`config.mk`:
```
export PLATFORM = sky130hd
export DESIGN_NAME = diaosi_mem_arb
export DESIGN_NICKNAME = d
export VERILOG_FILES = /design/src/rtl/diaosi_mem_arb.sv
export SDC_FILE = /design/constraint.sdc
export NUM_CORES = 1
export LEC_CHECK = 0
export ABC_CLOCK_PERIOD_IN_PS = 4059
export CAP_MARGIN = 20
export CORE_MARGIN = 5
export CORE_UTILIZATION = 44
export DETAILED_ROUTE_END_ITERATION = 8
export GPL_ROUTABILITY_DRIVEN = 0
export PLACE_DENSITY = 0.82
export SYNTH_ARGS = -nofsm -noshare
export SYNTH_HDL_FRONTEND = slang
export SYNTH_SLANG_ARGS = --single-unit
```
`constraint.sdc`:
```
create_clock -name CLK -period 4.06 [get_ports CLK]
set_input_delay 0.812 -clock CLK [delete_from_list [all_inputs] [get_ports CLK]]
set_output_delay 0.812 -clock CLK [all_outputs]
set_load 0.01 [all_outputs]
```
`src/rtl/diaosi_mem_arb.sv`:
```
// diaosi_mem_arb: single-port RAM arbiter between instruction fetch and data access.
// DIAOSI_ARB_RR_EN selects alternating priority; otherwise the data side always wins.
module diaosi_mem_arb #(
   parameter int ADDR_W = 32,
   parameter int DATA_W = 32,
   parameter int TIMEOUT = 64,
   parameter logic [DATA_W-1:0] ERR_WORD = 32'hBAD0BAD0
) (
   input  logic              CLK,
   input  logic              RST,
   input  logic              iREN,
   input  logic [ADDR_W-1:0] iaddr,
   output logic              iwait,
   output logic [DATA_W-1:0] iload,
   input  logic              dREN,
   input  logic              dWEN,
   input  logic [ADDR_W-1:0] daddr,
   input  logic [DATA_W-1:0] dstore,
   output logic              dwait,
   output logic [DATA_W-1:0] dload,
   output logic              ram_ren,
   output logic              ram_wen,
   output logic [ADDR_W-1:0] ram_addr,
   output logic [DATA_W-1:0] ram_store,
   input  logic [DATA_W-1:0] ram_load,
   input  logic              ram_ready,
   output logic              arb_err
);
   localparam logic [2:0] IDLE = 3'd0, I_ACC = 3'd1, D_ACC = 3'd2, I_RESP = 3'd3, D_RESP = 3'd4;
   localparam int CW = $clog2(TIMEOUT);
   localparam logic [CW-1:0] CNT_MAX = CW'(TIMEOUT - 1);

   logic [2:0] state_q, state_d;
   logic [CW-1:0] cnt_q, cnt_d;
   logic ren_q, ren_d, wen_q, wen_d, err_q, err_d;
   logic [ADDR_W-1:0] addr_q, addr_d;
   logic [DATA_W-1:0] store_q, store_d, iload_q, iload_d, dload_q, dload_d;
   logic dreq, gnt_d, is_acc, done;

   assign dreq = dREN | dWEN;
`ifdef DIAOSI_ARB_RR_EN
   logic last_q;
   // last_q=1 means data was granted last, so a tie goes to the instruction side
   assign gnt_d = dreq & ~(iREN & last_q);
   always_ff @(posedge CLK)
      if (RST) last_q <= 1'b0;
      else if (state_q == IDLE && (dreq | iREN)) last_q <= gnt_d;
`else
   assign gnt_d = dreq;
`endif

   assign is_acc = state_q == I_ACC || state_q == D_ACC;
   assign done = ram_ready || cnt_q == CNT_MAX;

   always_comb begin
      state_d = state_q;
      cnt_d = cnt_q;
      ren_d = ren_q;
      wen_d = wen_q;
      addr_d = addr_q;
      store_d = store_q;
      iload_d = iload_q;
      dload_d = dload_q;
      err_d = 1'b0;
      if (state_q == IDLE) begin
         if (gnt_d) begin
            state_d = D_ACC;
            addr_d = daddr;
            store_d = dstore;
            wen_d = dWEN;
            ren_d = dREN & ~dWEN;
         end else if (iREN) begin
            state_d = I_ACC;
            addr_d = iaddr;
            ren_d = 1'b1;
         end
      end else if (is_acc) begin
         cnt_d = cnt_q + 1'b1;
         if (done) begin
            cnt_d = '0;
            ren_d = 1'b0;
            wen_d = 1'b0;
            err_d = ~ram_ready;
            state_d = state_q == I_ACC ? I_RESP : D_RESP;
            if (state_q == I_ACC) iload_d = ram_ready ? ram_load : ERR_WORD;
            else if (!ram_ready || !wen_q) dload_d = ram_ready ? ram_load : ERR_WORD;
         end
      end else begin
         state_d = IDLE;
      end
   end

   always_ff @(posedge CLK) begin
      if (RST) begin
         state_q <= IDLE;
         cnt_q <= '0;
         ren_q <= 1'b0;
         wen_q <= 1'b0;
         err_q <= 1'b0;
         addr_q <= '0;
         store_q <= '0;
         iload_q <= '0;
         dload_q <= '0;
      end else begin
         state_q <= state_d;
         cnt_q <= cnt_d;
         ren_q <= ren_d;
         wen_q <= wen_d;
         err_q <= err_d;
         addr_q <= addr_d;
         store_q <= store_d;
         iload_q <= iload_d;
         dload_q <= dload_d;
      end
   end

   assign iwait = iREN & (state_q != I_RESP);
   assign dwait = dreq & (state_q != D_RESP);
   assign iload = iload_q;
   assign dload = dload_q;
   assign ram_ren = ren_q;
   assign ram_wen = wen_q;
   assign ram_addr = addr_q;
   assign ram_store = store_q;
   assign arb_err = err_q;
endmodule

```
==> metrics, run 1 <==
Iteration-0 DRC Markers=360; post-CTS setup buffers=0; Clock Path Buffers=2; Hold/Removal Path Class=register to register; CTS hold repair buffers=0; sequential share of power=38.4%; Inserted Diodes=0; CP required=3.25 ns; Tot GR Track Use=25.4%; Ys Warns=0; Internal Power=3.04 mW; Leak=3.16 nW; die footprint=approximately 0.015 mm^2; relative slew slack=46.1%; post-DP HPWL=roughly 14000 um; Starting Density=45.3%; Peak VDD IR=0.277 mV; Die H=about 120 um; Synth area leader=dfxtp_1; Combinational Power Share=between 10% and 20%; total number of vias=5749; Seq/Total Area, Yosys=50.9%; WL/cell=around 18 um; Mapped Cells=647; share of layout cells above drive strength 1=8.04%; Port Buf Inserts=266; crit-path max FO=3; Clock power frac=43.8%; WP data arrival=roughly 2.1 ns; H-tree Lvls=4; Cell Pwr Density=450 mW/mm^2; clock root cell=clkbuf_16; fin area=0.00887 mm^2; clock latency on the worst-skew pair=0.42 ns; ys flop type=dfxtp_1; largest net degree at the start of global routing=71; area post-placement=0.00817 mm^2; Synth Register Bits=140; status=finished clean; final count of pins violating max slew=0; initial antenna violation count=0; number of global-route vias before repair=5769; first-pass GRT wire length=around 30000 um; Fin Setup TNS=0 ns; NetSw=between 0.9 and 1 mW; Synth Area per Inst=8.51 um^2; kind of critical path=input pin to output pin; final setup vio count=0; total CTS buffers=17; post-route setup slack=1.12 ns; Net Sw Frac=23.9%; clock sink count=140; Least-Margin Pin Slew=0.808 ns; routed wire length=19100 um; Clk pin slew, worst setup/hold paths=0.06 ns; Cell Area, Synth=0.00550 mm^2; setup repair after global routing missed its margin=no; GR Overflow Total=0; DP Worst Slack=between 0.9 and 1 ns; crit end category=output pin; CP Launch Type=input pin; Core Region=0.0122 mm^2; Fmax achieved=between 0.3 and 0.4 GHz; net count of the finished layout=1018; CTS tree=built; post-synth top area share=50.9%; fraction of registers with async set/reset=0%; Syn Nets=782; Routed Antenna Nets=0; Ports=around 270; Setup Skew=roughly 0.012 ns; final worst path period share=72.4%; # fillers=887; row cnt=40; EDFF count, synth=0; Tmin final=approximately 2.9 ns; First-pass DRT Iterations=5; Area growth syn-to-layout=61.1%; post_cts resized=0; dominant cells by area after synthesis=dfxtp_1 51%, nand2_1 9.0%, a21oi_1 6.3%; Horiz. Die Dim=122 um; vias per inst=5.40; maximum capacitance violations=0; final hold vios=0; Synth cell types=between 40 and 50; DRC=0
[power groups by stage]
stage	logic [mW]	registers, mW	clock network [mW]
after global placement	0.683	1.55	0
after global routing	0.760	1.54	1.85
after detailed placement	0.699	1.56	0
after CTS	0.706	1.53	1.78
final	0.709	1.53	1.75
after floorplan	0.262	1.60	0
[cells in the final DEF, fill, tap and decap left out, drive strengths merged, types with 2 or more instances in the layout]
cell,count
o221a,16
nand4b,2
a31oi,3
buf,10
clkdlybuf4s50,265
nor2,58
nand3,3
inv,19
xnor2,3
or2,3
a21oi,69
or3,2
o21ai,66
nand2,132
clkinvlp,2
a311oi,32
clkinv,4
mux2,2
bufinv,6
nor3,9
dfxtp,140
a211oi,16
or3b,2
clkbuf,21
nor4,2
[synthesized netlist by cell type (2+ instances only)]
cell type	number
nor2_2	2
nand2_1	132
xnor2_1	3
clkbuf_1	37
a31oi_1	2
nand3_1	3
nor2_4	2
dfxtp_1	140
nor3_1	8
o221a_1	10
a211oi_1	6
buf_2	13
nor4_1	2
buf_4	3
a311oi_1	32
inv_1	19
o21ai_0	65
or2_2	2
nor2_1	54
o221a_2	6
a21oi_1	69
buf_6	5
mux2_2	2
a211oi_2	10
nand4b_1	2
[worst paths after layout]
path,from,end,slack [ns],depth (start not counted)
min reg2reg,ram_store[28],ram_store[28],0.45,2
max,iREN,iwait,1.12,4
max reg2reg,cnt_q[0],iload[4],1.64,6
min,ram_store[28],ram_store[28],0.45,2
[per-stage QoR]
stage / util [%] / std cells / power, mW / hold WS [ns]
finish: 72.9 / 1064 / 3.99 / 0.452
global route: 72.9 / 1064 / 4.15 / 0.471
CTS: 72.7 / 1062 / 4.02 / 0.453
detailed placement: 67.1 / 1030 / 2.26 / 0.443
global placement: 67.1 / 1030 / 2.24 / 0.440
floorplan: - / 647 / 1.86 / 0.449
[sequential cells by signal (all words and copies together), names as in the netlist]
register   flops
dload         32
iload         32
ram_addr      32
ram_store     32
cnt_q          6
state_q        3
arb_err        1
ram_ren        1
ram_wen        1
[area by class of cell]
type	instances	area, um^2	area share (%)
inverters	20	75.1	0.847
repair buffers	275	2750	31.0
well taps	168	210	2.37
multi-input cells	429	2350	26.5
clock buffers	21	460	5.19
flip-flops and latches	140	2800	31.6
clock inverters	11	214	2.41
[cell families (layout without fill, tap and decap cells)]
group	after synthesis	after routing	share of synthesized area [%]
AND/OR/NAND/NOR	216	216	16.4
AO/OA/AOI/OAI	207	207	25.0
flip-flops	140	140	50.9
buffers and inverters	78	327	6.50
XOR/XNOR	3	3	0.477
multiplexers	2	2	0.409
adder cells (fa/ha/maj)	1	1	0.227
[critical path, stage by stage]
cell and delay (ns):
clkdlybuf4s50_1 0.52, inv_1 0.05, a31oi_1 0.16, clkdlybuf4s50_1 0.58
[metal layers]
layer | GRT usage, % | part of all wire [%]
met5 | 0 | 0
met4 | 10.6 | 2.8
met3 | 9.84 | 11
met2 | 43.6 | 49
met1 | 28.2 | 38
No activity file was read; power rests on OpenSTA's default activity.
==> run 2, diff against run 1 <==
- ABC_CLOCK_PERIOD_IN_PS: 4059 -> 2550
- CORE_UTILIZATION: 44 -> 37
- PLACE_DENSITY: 0.82 -> 0.73
- clock period: 4.06 -> 2.55 ns (I/O delays scaled with it)
==> metrics, run 2 (same netlist as run 1, synthesis figures left out) <==
CP bufs+invs=2 (-1); status=finished clean; CP Launch Type=register; # fillers=1306 (+47%); largest net degree at the start of global routing=68 (-4.2%); kind of critical path=register to output pin; fin area=0.00885 mm^2 (-0.16%); CP top delay family=buffers and inverters; Least-Margin Pin Slew=0.768 ns (-0.0401 ns); area post-placement=0.00829 mm^2 (+1.5%); Fin Setup TNS=0 ns (unchanged); clock latency on the worst-skew pair=0.42 ns (about the same); total number of vias=5588 (-2.8%); Clk pin slew, worst setup/hold paths=0.06 ns (about the same); Cell Pwr Density=668 mW/mm^2 (+48%); total CTS buffers=17 (unchanged); CP required=2.04 ns (-1.21 ns); Starting Density=37.7% (-7.5 points); first-pass GRT wire length=29500 um (-0.97%); GR Overflow Total=0 (unchanged); WP data arrival=1.85 ns (-0.28 ns); CTS hold repair buffers=0 (unchanged); net count of the finished layout=1024 (+0.59%); Area growth syn-to-layout=60.8%; cell total after placement=1054 (+2.3%); Tmin final=2.36 ns; final count of pins violating max slew=0 (unchanged); Core Region=0.0146 mm^2 (+20%); post_cts resized=0 (unchanged); WL/cell=17.3 um (-4.1%); relative slew slack=48.8% (+2.7 points); Routed Antenna Nets=0 (unchanged); final setup vio count=0 (unchanged); CTS tree=built; leading cell type in the layout, fill and taps excluded=clkdlybuf4s50_1; Horiz. Die Dim=132 um (+8.3%); share of layout cells above drive strength 1=8.77% (+0.73 points); DRC=0 (unchanged); Setup Skew=0.00910 ns (-0.00270 ns); crit path cell chain=inv_1, a31oi_1, clkdlybuf4s50_1; First-pass DRT Iterations=4 (-1); Tot GR Track Use=20.9% (-4.5 points); routed wire length=18700 um (-2.2%); vias per inst=5.15 (-4.7%); H-tree Lvls=4 (unchanged); Die H=132 um (+8.3%); post-CTS setup buffers=0 (unchanged); Leak=3.14 nW (-0.43%); Clock Path Buffers=2 (unchanged); clock sink count=140 (unchanged); setup repair after global routing missed its margin=no; Max stage delay cell, worst path=clkdlybuf4s50_1; most frequent cells in the layout=265 x clkdlybuf4s50_1, 140 x dfxtp_1, 132 x nand2_1; Hold/Removal Path Class=register to register; Port Buf Inserts=266 (unchanged); maximum capacitance violations=0 (unchanged); final hold vios=0 (unchanged); Fmax achieved=0.424 GHz; CP max stage delay=0.64 ns (+0.06 ns); crit end category=output pin; number of global-route vias before repair=5235 (-9.3%); die footprint=0.0174 mm^2 (+17%); Layout Cells excl Fill=1085 (+2.0%); post-DP HPWL=13300 um (-2.4%); crit-path max FO=11 (+8); final worst path period share=92.5%; initial antenna violation count=0 (unchanged); clock root cell=clkbuf_16; Inserted Diodes=0 (unchanged); row cnt=44 (+10%); Iteration-0 DRC Markers=299 (-17%); Peak VDD IR=0.475 mV (+71%); Ports=267 (unchanged)
## run 2: changes by cell type in the layout (fill, tap and decap cells not counted), moves of 2 or more
| cell | previous run | this run |
|---|---|---|
| clkbuf_1 | 2 | 0 |
| buf_12 | 1 | 4 |
| bufinv_16 | 6 | 1 |
| clkinv_2 | 2 | 5 |
| clkinvlp_4 | 2 | 4 |
| buf_4 | 7 | 12 |
## run 2: worst paths after layout
kind                                     from            end  slack (ns)  depth (start not counted)
worst min-delay path            ram_store[10]  ram_store[10]        0.45                          2
worst max-delay path               state_q[2]          iwait        0.19                          3
worst min register to register  ram_store[10]  ram_store[10]        0.45                          2
worst max register to register       cnt_q[0]       iload[6]        0.48                          5
## run 2: power breakdown
part | leakage, nW | switching (mW) | internal, mW
clock network | 0.270 | 0.932 | 1.40
logic | 1.73 | 0.523 | 0.617
registers | 1.15 | 0.0842 | 2.35
## run 2: per-stage QoR
step	hold WS, ns	total power [mW]	utilization [%]	worst slack [ns]
after CTS	0.454	5.98	60.7	0.147
after detailed placement	0.443	3.62	56.8	0.141
after global placement	0.439	3.61	56.8	0.194
after global routing	0.467	6.18	60.7	0.0456
final	0.451	5.91	60.7	0.191
after floorplan	0.449	2.96	-	0.570
## run 2: final cells by class
type | instances | area (um^2) | share of cell area [%]
Clock buffer | 20 | 467 | 5.27
Clock inverter | 11 | 93.8 | 1.06
Inverter | 20 | 75.1 | 0.848
Multi-Input combinational cell | 429 | 2360 | 26.7
Sequential cell | 140 | 2800 | 31.7
Tap cell | 184 | 230 | 2.60
Timing Repair Buffer | 281 | 2820 | 31.9
## run 2: worst min-delay path, stage by stage (launching register included)
cell and delay, ns:
dfxtp_1 0.30, nand2_1 0.05, a21oi_1 0.05
## run 2: routing by layer
layer	vias up	track usage [%]	share of wire (%)
met5	-	0	0
met3	32	9.89	10
met2	245	33.1	47
li1	2726	-	-
met1	2585	25.0	41
met4	0	6.97	2.4
